### config.mk
export PLATFORM = sky130hd
export DESIGN_NAME = hazard_ctrl
export DESIGN_NICKNAME = d
export VERILOG_FILES = /design/src/rtl/hazard_ctrl.sv
export SDC_FILE = /design/constraint.sdc
export NUM_CORES = 1
export LEC_CHECK = 0
export ABC_AREA = 1
export CORE_UTILIZATION = 36
export DETAILED_ROUTE_END_ITERATION = 12
export PLACE_DENSITY = 0.65
export SETUP_SLACK_MARGIN = 0.4
export SYNTH_ARGS = -nofsm -noshare
export SYNTH_HDL_FRONTEND = slang
export SYNTH_SLANG_ARGS = --single-unit
### constraint.sdc
create_clock -name clk -period 3 [get_ports clk]
set_clock_uncertainty 0.15 [all_clocks]
set_input_delay 0.3 -clock clk [delete_from_list [all_inputs] [get_ports clk]]
set_output_delay 0.3 -clock clk [all_outputs]
set_load 0.05 [all_outputs]
### src/rtl/hazard_ctrl.sv
// Pipeline hazard controller: tracks EX/MEM destination shadows to drive forwarding
// selects, load-use stalls, taken-branch flushes and memory-busy freezes.
module hazard_ctrl (
  input  logic        clk,
  input  logic        rst,
  input  logic        id_valid,
  input  logic [4:0]  id_rs1_addr,
  input  logic [4:0]  id_rs2_addr,
  input  logic        id_rs1_used,
  input  logic        id_rs2_used,
  input  logic [4:0]  id_rd_addr,
  input  logic        id_reg_write,
  input  logic        id_is_load,
  input  logic        ex_taken,
  input  logic        mem_busy,
  output logic [1:0]  fwd_src1,
  output logic [1:0]  fwd_src2,
  output logic        stall_pc,
  output logic        stall_id,
  output logic        flush_ex,
  output logic        flush_id,
  output logic        freeze,
  output logic [31:0] lu_stall_cnt,
  output logic [31:0] flush_cnt,
  output logic [31:0] freeze_cnt
);

  localparam logic [1:0] RS_DATA = 2'd0;
  localparam logic [1:0] FWD_MEM = 2'd1;
  localparam logic [1:0] FWD_WB  = 2'd2;

  typedef struct packed {
    logic       valid;
    logic [4:0] rd;
    logic       reg_write;
    logic       is_load;
  } shadow_t;

  typedef enum logic [1:0] {
    MODE_ADV    = 2'd0,
    MODE_LU     = 2'd1,
    MODE_TAKEN  = 2'd2,
    MODE_FREEZE = 2'd3
  } mode_t;

  localparam shadow_t SHADOW_NONE = '{valid: 1'b0, rd: 5'd0, reg_write: 1'b0, is_load: 1'b0};

  shadow_t ex_r, mem_r, id_shadow_s;
  mode_t   mode_s;
  logic    lu_s;
  logic [1:0] fwd1_s, fwd2_s;

  // A stage only creates a hazard when it will really write a non-zero register.
  function automatic logic is_src(input shadow_t s);
    return s.valid & s.reg_write & (s.rd != 5'd0);
  endfunction

  function automatic logic hits(input shadow_t s, input logic used, input logic [4:0] addr);
    return used & is_src(s) & (s.rd == addr);
  endfunction

  // Youngest producer wins: EX is checked ahead of MEM.
  function automatic logic [1:0] fwd_sel(input logic valid, input logic used,
                                         input logic [4:0] addr,
                                         input shadow_t ex_s, input shadow_t mem_s);
    if (!valid || !used) begin
      return RS_DATA;
    end else if (hits(ex_s, 1'b1, addr)) begin
      return FWD_MEM;
    end else if (hits(mem_s, 1'b1, addr)) begin
      return FWD_WB;
    end else begin
      return RS_DATA;
    end
  endfunction

  assign id_shadow_s = '{valid: id_valid, rd: id_rd_addr,
                         reg_write: id_reg_write, is_load: id_is_load};

  // Hazard detection, priority resolution and next forwarding selects.
  always_comb begin
    lu_s   = id_valid & ex_r.is_load &
             (hits(ex_r, id_rs1_used, id_rs1_addr) | hits(ex_r, id_rs2_used, id_rs2_addr));
    fwd1_s = fwd_sel(id_valid, id_rs1_used, id_rs1_addr, ex_r, mem_r);
    fwd2_s = fwd_sel(id_valid, id_rs2_used, id_rs2_addr, ex_r, mem_r);
    if (mem_busy) begin
      mode_s = MODE_FREEZE;
    end else if (ex_taken) begin
      mode_s = MODE_TAKEN;
    end else if (lu_s) begin
      mode_s = MODE_LU;
    end else begin
      mode_s = MODE_ADV;
    end
  end

  // Same-cycle pipeline control; reset forces a bubble everywhere.
  always_comb begin
    stall_pc = 1'b0;
    stall_id = 1'b0;
    flush_ex = 1'b0;
    flush_id = 1'b0;
    freeze   = 1'b0;
    if (rst) begin
      flush_ex = 1'b1;
      flush_id = 1'b1;
    end else begin
      case (mode_s)
        MODE_FREEZE: begin
          freeze   = 1'b1;
          stall_pc = 1'b1;
          stall_id = 1'b1;
        end
        MODE_TAKEN: begin
          flush_ex = 1'b1;
          flush_id = 1'b1;
        end
        MODE_LU: begin
          stall_pc = 1'b1;
          stall_id = 1'b1;
          flush_ex = 1'b1;
        end
        MODE_ADV: begin
          stall_pc = 1'b0;
        end
        default: begin
          stall_pc = 1'b0;
        end
      endcase
    end
  end

  // Shadow pipeline, forwarding selects and performance counters.
  always_ff @(posedge clk) begin
    if (rst) begin
      ex_r         <= SHADOW_NONE;
      mem_r        <= SHADOW_NONE;
      fwd_src1     <= RS_DATA;
      fwd_src2     <= RS_DATA;
      lu_stall_cnt <= 32'd0;
      flush_cnt    <= 32'd0;
      freeze_cnt   <= 32'd0;
    end else begin
      case (mode_s)
        MODE_FREEZE: begin
          freeze_cnt <= freeze_cnt + 32'd1;
        end
        MODE_TAKEN: begin
          ex_r      <= SHADOW_NONE;
          mem_r     <= ex_r;
          flush_cnt <= flush_cnt + 32'd1;
        end
        MODE_LU: begin
          ex_r         <= SHADOW_NONE;
          mem_r        <= ex_r;
          fwd_src1     <= RS_DATA;
          fwd_src2     <= RS_DATA;
          lu_stall_cnt <= lu_stall_cnt + 32'd1;
        end
        MODE_ADV: begin
          ex_r     <= id_shadow_s;
          mem_r    <= ex_r;
          fwd_src1 <= fwd1_s;
          fwd_src2 <= fwd2_s;
        end
        default: begin
          ex_r <= ex_r;
        end
      endcase
    end
  end

endmodule

Word-level counts from Yosys, hierarchy flattened. Index checks and enable logic that the tools add are counted.

$add $sub $neg: 3. Eq/ne operators: 7. Mux-type cells: 20. Bitwise operators: 15. Reduce and logical (&&, ||, !) cells: 13.

Operators with widths (number): adder 32 x 1 -> 32 bit (second input constant) (3); == test 5 bit (4); 2-to-1 mux 2 bit (8); one-hot mux 8 bit (2 select lines) (1); bitwise AND 1 bit (14); nonzero test 5 bit (2); 2-to-1 mux 1 bit (9); one-hot mux 2 bit (2 select lines) (2); == test 2 bit (second input constant) (2); nonzero test 2 bit (2); OR reduction 2 bit (2); zero test 1 bit (3); OR reduction 3 bit (1); == test 2 x 1 -> 1 bit (second input constant) (1); zero test 2 bit (1); logical OR 1 bit (2); OR 1 bit (1).

Register bits after elaboration: 115. Bits of input ports: 24. Output and inout port bits: 105. Logic and storage cells: 70.

Longest topological paths before layout.
Depth in word-level cells: 13. Mapped depth: 22. Gate-level depth less buffers: 21.

Least setup slack after synthesis. No wires, ideal clock.

Path type: reg2reg. Start point: register ex_r[6] (netlist bit). End point: register ex_r[2] (netlist bit). Setup time: 80 ps. Data arrival time: 2548 ps. Data required time: 2770 ps. Setup slack: 222 ps. Cell stages (with the launch flop): 17. Buffers on the path: 1. Clock period less this slack: 2778 ps. Path through: dfxtp_1 > inv_1 > nand2_1 > nand2_1 > nor2_1 > nand2_1 > nor2_1 > nand2_1 > nand2_1 > nand2_1 > nand2_1 > ha_1 > buf_4 > inv_4 > nor2_1 > inv_1 > o22ai_1.

Word-level cells in the longest chain between the ends: 12. Elaborated cells between the ends (all ways): 19. Classes of those cells: eq/ne (4); mux (4); bitwise (7); reduce/logical (4).

RTL lines: from (decl) (RTL line 48) `shadow_t ex_r, mem_r, id_shadow_s;`; from (signal assigned) (RTL line 161) `ex_r <= id_shadow_s;`; from (signal assigned) (RTL line 167) `ex_r <= ex_r;`; nonzero test 5 bit (RTL line 55) `return s.valid & s.reg_write & (s.rd != 5'd0);`; bitwise AND 1 bit (RTL line 55); bitwise AND 1 bit (2 in series) (RTL line 59) `return used & is_src(s) & (s.rd == addr);`; OR 1 bit (*) (RTL line 83) `(hits(ex_r, id_rs1_used, id_rs1_addr) | hits(ex_r, id_rs2_used, id_rs2_addr));`; bitwise AND 1 bit (*) (RTL line 82) `lu_s = id_valid & ex_r.is_load &`; 2-to-1 mux 1 bit (*) (RTL line 90) `end else if (lu_s) begin`; 2-to-1 mux 2 bit (*) (RTL line 88) `end else if (ex_taken) begin`; 2-to-1 mux 2 bit (*) (RTL line 86) `if (mem_busy) begin`; == test 2 x 1 -> 1 bit or == test 2 bit (tied branches) (RTL line 144) `case (mode_s)`; OR reduction 2 bit (no source line); one-hot mux 8 bit (2 select lines) or nonzero test 2 bit (tied branches).

Mark *: on every way between the ends. The rest lies on a longest branch, timed or not. A chain may end at the register's enable or synchronous reset.

Worst setup path after layout.
Start point: register ex_r[2] (netlist bit). End point: output freeze.

Word-level cells in the longest chain between the ends: 12. Elaborated cells between the ends (all ways): 16. Classes of those cells: eq/ne (3); mux (5); bitwise (7); reduce/logical (1).

RTL lines: nonzero test 5 bit (RTL line 55); bitwise AND 1 bit (RTL line 55); bitwise AND 1 bit (2 in series) (RTL line 59); OR 1 bit (*) (RTL line 83); bitwise AND 1 bit (*) (RTL line 82); 2-to-1 mux 1 bit (*) (RTL line 90); 2-to-1 mux 2 bit (*) (RTL line 88); 2-to-1 mux 2 bit (*) (RTL line 86); == test 2 bit (*) (RTL line 108) `case (mode_s)`; 2-to-1 mux 1 bit (*) (RTL line 108); 2-to-1 mux 1 bit (*) (RTL line 104) `if (rst) begin`; to (decl) (RTL line 22) `output logic freeze,`.

Marks and branches as above.

==> key figures <==
Status
  • Status: finished clean

Yosys
  • Synth Flop Type: dfxtp_1
  • Yosys warning total: 0
  • Avg Inst Size Synth: 6.65 µm²
  • Netlist cell types: 41
  • Synth top cells by count: 220 x nand2_1, 135 x nor2_1, 118 x inv_1
  • Most frequent cell after synthesis: nand2_1
  • Synthesized instance count: 926
  • Seq cells post-synth: 115
  • Synth Net Count: approximately 960
  • Area leader, netlist: dfxtp_1
  • Leading post-synthesis cells by cell area: dfxtp_1 37%, nand2_1 13%, nor2_1 8.2%
  • EDFF count, synth: 0
  • Synth Cell Area: 6160 µm²
  • Synth top area share: 0.374
  • Sequential area share after synthesis: 0.374
  • Asr flop ratio synth: 0

CTS
  • CTS max path bufs: 2
  • CTS sink cnt: between 100 and 150
  • CTS tree: done
  • Root Buffer: clkbuf_16
  • Clock transition at path regs: 0.05 ns
  • H-tree depth: 4
  • Num CTS Buffers: 17
  • Later-pin clock latency in the skew report: roughly 0.42 ns

Place
  • Final Wtd Congestion: 0.883
  • # port buffers: 128
  • Placed cell count: approximately 1300
  • Final HPWL DP: 12600 µm

Detailed routing
  • Routed Antenna Nets: 0
  • DRC: 0
  • Drt wl/cell: 12.8 µm
  • DR vias/cell: 4.77
  • TritonRoute pass-1 iters: 5
  • DRT Wirelength: 17000 µm
  • Routed vias: approximately 6300
  • DR iter-0 viols: 377

Layout
  • Area growth syn-to-layout: 40.3%
  • Final nets: 1123
  • Ant. Diodes: 0
  • FILL cells: 1623
  • Layout Cells excl Fill: approximately 1300
  • Layout cells sized above 1: 0.141

Power
  • Clock Power Share: 0.523
  • Pwr Density: 438 nW/µm²
  • Int Pwr: slightly below 3000 µW
  • Combinational share of power: 0.066
  • Sequential Power Share: 0.411
  • Lkg Pwr: 0.00343 µW
  • Worst vdd ir: between 300 and 400 µV
  • Sw frac: 0.222
  • Net switching power: 841 µW

STA
  • FMAX: 0.392 GHz
  • Final hold vios: 0
  • Setup TNS: 0 ns
  • Setup Viol. Count Final: 0
  • Period utilization: 0.850
  • Worst slew pin tran: 0.574 ns
  • RSZ-0062 raised after global routing: true
  • Max-slew violation count: 0
  • Slew HR: 0.616
  • Minimum clock period: between 2 and 3 ns

Floorplan
  • Core area: 16600 µm²
  • Chip width: 133 µm
  • DIE HEIGHT: 133 µm
  • Initial Util: 0.370
  • Die footprint: 17600 µm²
  • Row cnt: 47
  • # IOs: 129

Flow run
  • Number of max-cap violations: 0

Setup path
  • CP required: 2.55 ns
  • Critical path launch point type: register
  • CP Max Fanout: 4
  • Setup crit end kind: output port
  • Crit Path Category: register to output port
  • Worst EP arrival: 2.10 ns

Global route
  • Initial antenna violation count: 0
  • Total track usage: 0.199
  • First-pass GRT wire length: 27800 µm
  • Gr ovfl total: 0
  • Vias in the first global route: 5703
  • Largest net degree at the start of global routing: 29

Hold path
  • Hold WC Path Type: primary input to register
==> kinds of logic after synthesis <==
| logic type | Yosys count | share of synthesized area |
|---|---|---|
| flip-flops | 115 | 0.374 |
| XOR/XNOR | 23 | 0.0327 |
| AND/OR/NAND/NOR | 520 | 0.391 |
| AO/OA/AOI/OAI | 115 | 0.0984 |
| buffers and inverters | 147 | 0.0923 |
| adder cells (fa/ha/maj) | 6 | 0.0122 |
==> metrics by stage <==
stage	worst slack, ns	instance area, µm²	total power [µW]	hold slack [ns]	util
after detailed placement	0.0109	7850	1820	0.302	0.472
final	0.449	8640	3780	0.242	0.519
after CTS	0.381	8540	3820	0.228	0.513
after global placement	0.0861	7850	1820	0.299	0.472
after floorplan	0.451	6160	1720	0.278	-
after global routing	0.327	8640	3930	0.243	0.519
==> state kept, by name, indices dropped and copies added, names as in the netlist <==
name,flops
ex_r,8
flush_cnt,32
freeze_cnt,32
fwd_src1,2
fwd_src2,2
lu_stall_cnt,32
mem_r,7
==> worst max-delay path: stages, from the launching register on <==
cell     delay, ns
dfxtp_4       0.36
buf_4         0.14
nand2_1       0.05
nand4_1       0.11
nor2_2        0.15
nand2_1       0.06
nand2_1       0.07
nand2_2       0.06
nand2_2       0.08
ha_4          0.16
inv_6         0.03
buf_6         0.11
nor2_4        0.13
buf_12        0.15
==> final cells by class <==
class,count,area [µm²],area share
Multi-Input combinational cell,664,3390,0.392
Sequential cell,115,2310,0.268
Timing Repair Buffer,165,1590,0.184
Clock buffer,26,499,0.0578
Inverter,130,495,0.0574
Tap cell,220,275,0.0319
Clock inverter,4,72.6,0.00840
==> power groups by stage <==
stage                     combinational [µW]  clock [µW]  sequential, µW
after floorplan                          114           0            1600
after global placement                   234           0            1590
after detailed placement                 235           0            1590
after CTS                                248        2020            1550
after global routing                     273        2100            1550
final                                    251        1980            1550
==> path summary, 6_finish.rpt <==
| kind | start | end | slack (ns) | cells after the start |
|---|---|---|---|---|
| max | ex_r[2] | freeze | 0.45 | 13 |
| min | rst | flush_cnt[0] | 0.24 | 3 |
| max reg2reg | ex_r[2] | freeze_cnt[22] | 0.57 | 19 |
| min reg2reg | fwd_src2[1] | fwd_src2[1] | 0.31 | 2 |
==> what timing repair did <==
| item | CTS | global route |
|---|---|---|
| pin swaps | 8 | 19 |
| endpoints found under the setup margin | 7 | 41 |
| hold buffers | 0 | 0 |
| buffers inserted | 9 | 2 |
| resized for setup | 25 | 22 |
==> cell usage in the layout (no fill, tap or decap), types with 4 or more instances in the layout <==
master	instances
nand3_1	58
nand4_1	24
clkbuf_1	5
nor2_1	129
nor3_2	5
nand3_2	5
nand2_1	212
ha_1	4
o22ai_1	5
nor3_4	4
o21ai_1	5
inv_1	113
inv_2	15
o21a_1	4
a21oi_1	53
o21ai_0	39
nor2_2	17
xor2_1	13
clkdlybuf4s50_1	118
dfxtp_1	110
buf_4	36
nor2_4	13
clkbuf_8	4
nor3_1	26
nand2_2	13
clkbuf_16	17
xnor2_1	10
==> routing by layer <==
metal | up-vias | part of all wire | track usage
met5 | - | 0 | 0
met4 | 0 | 0.021 | 0.0868
met3 | 27 | 0.063 | 0.0533
met2 | 177 | 0.46 | 0.316
met1 | 2816 | 0.46 | 0.252
li1 | 3292 | - | -
Note: power is estimated with default switching activity, not from simulation.
